File: src/rtl/afe_l2_ring_reader.sv
// Per-channel L2 ring-buffer reader: single-beat L2 reads
// chasing the writer pointer, delivered through a 2-entry stream FIFO.
module afe_l2_ring_reader #(
  parameter int unsigned AWIDTH     = 18,
  parameter int unsigned TRANS_SIZE = 16,
  parameter int unsigned DWIDTH     = 32
) (
  input  logic                  clk_i,
  input  logic                  rstn_i,
  input  logic [AWIDTH-1:0]     cfg_startaddr_i,
  input  logic [TRANS_SIZE-1:0] cfg_size_i,
  input  logic                  cfg_en_i,
  input  logic                  cfg_clr_i,
  input  logic [TRANS_SIZE-1:0] wr_ptr_i,
  output logic [TRANS_SIZE-1:0] cfg_rd_ptr_o,
  output logic [TRANS_SIZE-1:0] cfg_bytes_avail_o,
  output logic                  cfg_en_o,
  output logic                  l2_req_o,
  output logic [AWIDTH-1:0]     l2_addr_o,
  input  logic                  l2_gnt_i,
  input  logic                  l2_rvalid_i,
  input  logic [DWIDTH-1:0]     l2_rdata_i,
  output logic [DWIDTH-1:0]     data_o,
  output logic                  valid_o,
  input  logic                  ready_i,
  output logic                  wrap_event_o
);

  typedef enum logic [1:0] {
    S_IDLE = 2'd0,
    S_REQ  = 2'd1,
    S_WAIT = 2'd2
  } state_e;

  state_e state_q, state_d;

  logic                  en_q, en_d;
  logic [TRANS_SIZE-1:0] rd_ptr_q, rd_ptr_d;
  logic [AWIDTH-1:0]     addr_q, addr_d;
  logic                  discard_q, discard_d;
  logic                  wrap_q, wrap_d;

  logic [DWIDTH-1:0]     mem_q [2];
  logic                  wptr_q, rptr_q;
  logic [1:0]            cnt_q;

  logic                  en_set, clr_eff;
  logic                  start, grant, rdone;
  logic                  adv, wraps, push, pop;
  logic [TRANS_SIZE-1:0] avail, ptr_inc;

  assign en_set  = cfg_en_i & ~en_q;
  assign clr_eff = cfg_clr_i & ~en_set;

  always_comb begin
    avail = '0;
    if (en_q) begin
      if (wr_ptr_i >= rd_ptr_q)
        avail = wr_ptr_i - rd_ptr_q;
      else
        avail = wr_ptr_i + cfg_size_i - rd_ptr_q;
    end
  end

  assign start = (state_q == S_IDLE) & en_q
               & (avail >= TRANS_SIZE'(4))
               & (cnt_q <= 2'd1) & ~cfg_clr_i;
  assign grant = (state_q == S_REQ) & l2_gnt_i;
  assign rdone = (state_q == S_WAIT) & l2_rvalid_i;

  assign ptr_inc = rd_ptr_q + TRANS_SIZE'(4);
  assign wraps   = ptr_inc >= cfg_size_i;

  // A grant that belongs to a cleared transfer must not move the pointer
  assign adv  = grant & ~discard_q & ~clr_eff & ~en_set;
  assign push = rdone & ~discard_q & ~clr_eff;
  assign pop  = (cnt_q != 2'd0) & ready_i & ~clr_eff;

  always_comb begin
    en_d     = en_q;
    rd_ptr_d = rd_ptr_q;
    wrap_d   = 1'b0;
    if (en_set) begin
      en_d     = 1'b1;
      rd_ptr_d = '0;
    end else if (cfg_clr_i) begin
      en_d     = 1'b0;
      rd_ptr_d = '0;
    end else if (adv) begin
      rd_ptr_d = wraps ? '0 : ptr_inc;
      wrap_d   = wraps;
    end
  end

  always_comb begin
    discard_d = discard_q;
    if (rdone)
      discard_d = 1'b0;
    if (clr_eff && ((state_q == S_REQ) ||
        ((state_q == S_WAIT) && !l2_rvalid_i)))
      discard_d = 1'b1;
  end

  assign addr_d = start ? cfg_startaddr_i + AWIDTH'(rd_ptr_q)
                        : addr_q;

  always_ff @(posedge clk_i or negedge rstn_i) begin
    if (!rstn_i) begin
      state_q <= S_IDLE;
    end else begin
      state_q <= state_d;
    end
  end

  always_comb begin
    state_d = state_q;
    unique case (state_q)
      S_IDLE: if (start) state_d = S_REQ;
      S_REQ:  if (l2_gnt_i) state_d = S_WAIT;
      S_WAIT: if (l2_rvalid_i) state_d = S_IDLE;
      default: state_d = S_IDLE;
    endcase
  end

  always_comb begin
    l2_req_o = (state_q == S_REQ);
  end

  always_ff @(posedge clk_i or negedge rstn_i) begin
    if (!rstn_i) begin
      en_q      <= 1'b0;
      rd_ptr_q  <= '0;
      addr_q    <= '0;
      discard_q <= 1'b0;
      wrap_q    <= 1'b0;
    end else begin
      en_q      <= en_d;
      rd_ptr_q  <= rd_ptr_d;
      addr_q    <= addr_d;
      discard_q <= discard_d;
      wrap_q    <= wrap_d;
    end
  end

  always_ff @(posedge clk_i or negedge rstn_i) begin
    if (!rstn_i) begin
      mem_q[0] <= '0;
      mem_q[1] <= '0;
      wptr_q   <= 1'b0;
      rptr_q   <= 1'b0;
      cnt_q    <= 2'd0;
    end else if (clr_eff) begin
      wptr_q   <= 1'b0;
      rptr_q   <= 1'b0;
      cnt_q    <= 2'd0;
    end else begin
      if (push) begin
        mem_q[wptr_q] <= l2_rdata_i;
        wptr_q        <= ~wptr_q;
      end
      if (pop)
        rptr_q <= ~rptr_q;
      cnt_q <= cnt_q + {1'b0, push} - {1'b0, pop};
    end
  end

  assign cfg_rd_ptr_o      = rd_ptr_q;
  assign cfg_bytes_avail_o = avail;
  assign cfg_en_o          = en_q;
  assign l2_addr_o         = addr_q;
  assign data_o            = mem_q[rptr_q];
  assign valid_o           = (cnt_q != 2'd0);
  assign wrap_event_o      = wrap_q;

endmodule

File: config.mk
export PLATFORM = sky130hd
export DESIGN_NAME = afe_l2_ring_reader
export DESIGN_NICKNAME = d
export VERILOG_FILES = /design/src/rtl/afe_l2_ring_reader.sv
export SDC_FILE = /design/constraint.sdc
export NUM_CORES = 1
export LEC_CHECK = 0
export BUFFER_PORTS_ARGS = -buffer_cell sky130_fd_sc_hd__clkbuf_2
export CAP_MARGIN = 5
export CORE_MARGIN = 2
export CORE_UTILIZATION = 56
export DETAILED_ROUTE_END_ITERATION = 7
export PLACE_DENSITY_LB_ADDON = 0.1
export REMOVE_ABC_BUFFERS = 1
export SYNTH_ARGS = -nofsm -noshare
export SYNTH_HDL_FRONTEND = slang
export SYNTH_SLANG_ARGS = --single-unit
File: constraint.sdc
create_clock -name clk_i -period 4.5 [get_ports clk_i]
set_input_delay 0.9 -clock clk_i [delete_from_list [all_inputs] [get_ports clk_i]]
set_output_delay 0.9 -clock clk_i [all_outputs]
set_load 0.01 [all_outputs]
-- Yosys cells after proc, flatten, opt, wreduce, memory -nomap -nowiden
Index checks and enable logic that the tools add are counted.
- register bits after elaboration: 107
- logic and storage cells: 96
- reductions and logical operators: 14
- eq/ne operators: 5
- multiplexer cells: 28
- bitwise operators: 24
- add/sub/neg operators: 7
- magnitude comparators: 7
- operators with widths (kind ; count):
    32-bit two-way mux ; 4
    16-bit two-way mux ; 6
    64-bit bitwise mux ; 1
    32-bit demux with 1-bit select ; 1
    16-bit >= comparator ; 2
    16-bit subtractor ; 2
    18-bit by 16-bit adder with 18-bit output ; 1
    16-bit adder ; 1
    16-bit by 3-bit adder with 16-bit output (second input constant) ; 1
    16-bit by 3-bit >= comparator with 1-bit output (second input constant) ; 1
    1-bit bitwise AND ; 15
    1-bit two-way mux ; 11
    2-bit nonzero test ; 5
    2-bit two-way mux ; 4
    1-bit NOT ; 7
    2-bit case mux with 3 select lines ; 1
    2-bit >= comparator (second input constant) ; 2
    2-bit inequality test (second input constant) ; 2
    1-bit NOT with 2-bit output ; 2
    1-bit logical AND ; 3
    3-bit AND reduction ; 1
    3-bit nonzero test ; 1
    2-bit by 1-bit adder with 2-bit output ; 1
    2-bit by 1-bit == test with 1-bit output (second input constant) ; 1
    9 further kinds ; 9

-- Depth between registers and ports, before layout
- depth in word-level cells: 10
- gate-level depth with buffers: 16
- gate-level depth less buffers: 15

-- Worst setup path after synthesis
No wires, ideal clock.
- kind: input port to flip-flop
- start: input port cfg_size_i[2]
- end: register addr_q[10] (netlist: l2_addr_o[10])
- slack: 0.018 ns
- cell stages on the path: 15
- arrival: 4.356 ns
- data required time: 4.375 ns
- path through: inv_1 fa_1 inv_1 ha_1 nor2b_1 o2111ai_2 nand2_1 o41ai_1 xnor2_1 or3_1 a311o_1 nor4_2 a41oi_4 buf_6 mux2_4
- longest elaborated chain between the ends: 8
- RTL lines (item ; RTL line ; source):
    from (decl) ; 11 ; input logic [TRANS_SIZE-1:0] cfg_size_i,
    16-bit adder ; 61 ; avail = wr_ptr_i + cfg_size_i - rd_ptr_q;
    16-bit subtractor ; 61 ;
    16-bit two-way mux ; 58 ; if (wr_ptr_i >= rd_ptr_q)
    16-bit two-way mux ; 57 ; if (en_q) begin
    16-bit by 3-bit >= comparator with 1-bit output ; 66 ; & (avail >= TRANS_SIZE'(4))
    1-bit bitwise AND ; 66 ;
    1-bit bitwise AND (2 in a row) ; 67 ; & (cnt_q <= 2'd1) & ~cfg_clr_i;
    to (signal assigned) ; 139 ; addr_q <= addr_d;
    to (decl) ; 39 ; logic [AWIDTH-1:0] addr_q, addr_d;
No other way between the ends.
A chain may end at the register's enable or synchronous reset.

-- Worst setup path after layout
- start: input port wr_ptr_i[4]
- end: output port cfg_bytes_avail_o[13]
- longest elaborated chain between the ends: 4
- elaborated cells on any way between the ends: 6
- those cells by class: add/sub (3); order compare (1); mux (2)
- RTL lines (item ; RTL line ; source):
    from (decl) ; 14 ; input logic [TRANS_SIZE-1:0] wr_ptr_i,
    16-bit adder ; 61 ;
    16-bit subtractor ; 61 ;
    16-bit two-way mux * ; 58 ;
    16-bit two-way mux * ; 57 ;
    to (decl) ; 16 ; output logic [TRANS_SIZE-1:0] cfg_bytes_avail_o,
Every way passes the cells marked *; elsewhere a longest branch is shown, timed or not.

==> results.sh <==
export IMPL_gp_congestion=0.919
export IMPL_via_per_inst=5.37
export IMPL_hold_viol=0
export IMPL_async_flop_share_pct=100
export IMPL_drv_cap=0
export IMPL_worstSetupPathType="input port to primary output"
export IMPL_grt_pass1_vias=6276
export IMPL_start_util_pct=56.7
export IMPL_syn2layout_area_growth_pct=21.8
export IMPL_clock_sinks=105
export IMPL_io_pins=175
export IMPL_powerDensity_nw_per_um2=427
export IMPL_worstReg2RegStart="cfg_rd_ptr_o[4]"
export IMPL_outcome="finished, final reports clean"
export IMPL_port_buffers=172
export IMPL_fmax_mhz=229
export IMPL_ys_types=59
export IMPL_grt_first_pass_wirelength_um=30600
export IMPL_drt_first_pass_iters=4
export IMPL_drt_iter0_drc=297
export IMPL_syn_avg_cell_area_um2=9.80
export IMPL_final_cell_area_um2=9470
export IMPL_crit_path_start="wr_ptr_i[4]"
export IMPL_ir_worst_vdd_v=0.000465
export IMPL_drt_drc_violations_left=0
export IMPL_drv_slew=0
export IMPL_drive_gt1_share_pct=36.3
export IMPL_yosysWarningCount=0
export IMPL_critPathMaxFanout=3
export IMPL_hp_class="register to register"
export IMPL_die_w_um=122
export IMPL_relSlewSlack_pct=47.7
export IMPL_min_period_over_period_pct=96.9
export IMPL_gr_total_overflow=0
export IMPL_cts_tree="built"
export IMPL_grt_max_degree=52
export IMPL_grt_use_total_pct=26.2
export IMPL_cts_max_path_buffers=2
export IMPL_setup_slack_ps=138
export IMPL_start_kind="input port"
export IMPL_path_clk_slew_ps=70
export IMPL_holdBufCountCts=0
export IMPL_synth_main_ff_cell="dfrtp_1"
export IMPL_fin_crit_ps=4360
export IMPL_diodes=0
export IMPL_yosysSeqAreaShare_pct=33.8
export IMPL_syn_cell_area_um2=7770
export IMPL_die_area_um2=14800
export IMPL_grt_antenna_before_repair=0
export IMPL_synth_edf_count=0
export IMPL_clk_latency_ps=360
export IMPL_design_core_area_um2=13700
export IMPL_fin_cells=1182
export IMPL_required_ps=3600
export IMPL_post_dp_hpwl_um=14700
export IMPL_finalClockSkew_ps=10.2
export IMPL_power_mw=4.04
export IMPL_ant_nets=0
export IMPL_finalSetupViolCount=0
export IMPL_die_h_um=122
export IMPL_endpoint_kind="primary output"
export IMPL_p_leak_nw=4.89
export IMPL_ys_ff_latch=105
export IMPL_worst_pin_slew_ps=778
export IMPL_preCtsSetupSlack_ps=-142
export IMPL_fin_nets=1163
export IMPL_syn_inst=793
export IMPL_wl_per_cell_um=16.0
export IMPL_vias=6347
export IMPL_holdCritStartpoint="mem_q[36]"
export IMPL_cts_made_buffers=9
export IMPL_dpl_cell_area_um2=9070
export IMPL_rows=43
export IMPL_cts_root_buf="clkbuf_16"
export IMPL_dp_cells=1166
export IMPL_worstPathArrival_ps=3460
export IMPL_h_tree_depth=3
export IMPL_rsz0062_at_grt="true"
export IMPL_drt_wl_total_um=18900
[critical path, cell delays in order]
cell,delay [ps]
buf_8,80
inv_4,30
fa_1,540
inv_2,50
ha_4,270
buf_6,100
o211ai_1,100
o211ai_1,290
nand4_1,210
nand4_1,130
a31oi_1,100
xnor2_1,180
nor2_1,70
a31oi_2,170
nor2_1,90
buf_2,160
[repair_timing]
action	CTS	global route
gates resized for setup	3	20
pin swaps	0	14
setup endpoints to repair	2	6
setup buffers	0	1
[kinds of logic (layout without fill, tap and decap cells)]
group / after synthesis / count (layout) / synth area share (%)
other: 2 / 6 / 0.0966
buffers and inverters: 127 / 332 / 6.42
DFF: 105 / 105 / 33.8
and+or+nand+nor: 174 / 174 / 10.9
AOI/OAI and AO/OA: 143 / 143 / 12.4
xor gates and xnor gates: 48 / 48 / 5.41
adders and majority gates: 77 / 77 / 13.7
muxes: 117 / 117 / 17.2
[cells in the mapped netlist, types with 8 or more instances]
master      n  area, µm²
nand2_1    48        180
nand2b_1    8       50.1
nor3_1     17       85.1
nor2b_1     8       50.1
xnor2_1    39        342
a21oi_1    28        140
fa_1       14        280
xor2_1      9       78.8
a21o_1     14        105
inv_1     106        398
nor2_1     39        146
o21ai_0    38        190
nand3_1    21        105
o211ai_1   10       75.1
ha_1       63        788
clkbuf_1   16       60.1
dfrtp_1   105       2630
mux2_2    106       1190
o21a_1      8       60.1
a31oi_1     8       50.1
[through the flow]
step,hold WS [ps],setup TNS [ps],utilization (%)
floorplan,474,0,-
global placement,481,-1020,66.1
detailed placement,492,-2040,66.1
CTS,507,0,68.4
global route,515,-69.6,69.0
finish,504,0,69.0
[layout make-up]
type	count	area [µm²]
inverter	106	400
multi-input combinational	565	4730
clock inverter	5	61.3
clock buffer	11	243
sequential	105	2630
timing repair buffer	210	1170
fill	1140	4250
tap	180	225
[flip-flops by register name, indices dropped and copies added (netlist names)]
name,cells
wptr_q,1
l2_addr_o,18
discard_q,1
wrap_event_o,1
state_q,2
cfg_rd_ptr_o,14
mem_q,64
rptr_q,1
cnt_q,2
cfg_en_o,1
[cell usage in the layout (no fill, tap or decap), drive strengths merged, types with 3 or more instances in the layout]
cell type	count
a21o	14
o21ai	39
a311o	3
inv	109
o221ai	3
conb	6
dfrtp	105
nand2	49
o21a	8
nand3b	5
nor2	40
nand4	5
xor2	9
nand3	21
a211oi	8
a21oi	28
xnor2	39
clkbuf	178
mux2i	4
nor4	7
nand2b	8
o31a	3
buf	43
a31oi	8
mux2	113
ha	63
nor3	17
o211ai	10
o21bai	4
nor2b	8
or3	5
fa	14
[worst paths after layout]
check	end	depth (start not counted)	slack [ps]
worst max-delay path	cfg_bytes_avail_o[13]	16	140
worst min-delay path	mem_q[36]	1	500
worst max register to register	l2_addr_o[8]	14	490
worst min register to register	mem_q[36]	1	500
max in group asynchronous	mem_q[8]	2	3060
min in group asynchronous	cfg_rd_ptr_o[2]	1	590
[where the power goes]
part | leakage [nW] | internal (mW) | switching [mW]
combinational | 3.37 | 0.930 | 0.838
clock | 0.151 | 0.452 | 0.359
sequential | 1.37 | 1.28 | 0.187
[routing by layer]
metal  global-route usage, %  vias up  wire length, µm
li1                        -     3156                -
met1                    36.7     3006             8790
met2                    42.2      173             8740
met3                    5.10       12             1120
met4                    6.03        0              211
met5                       0        -                0
(Power assumes the default switching activity.)
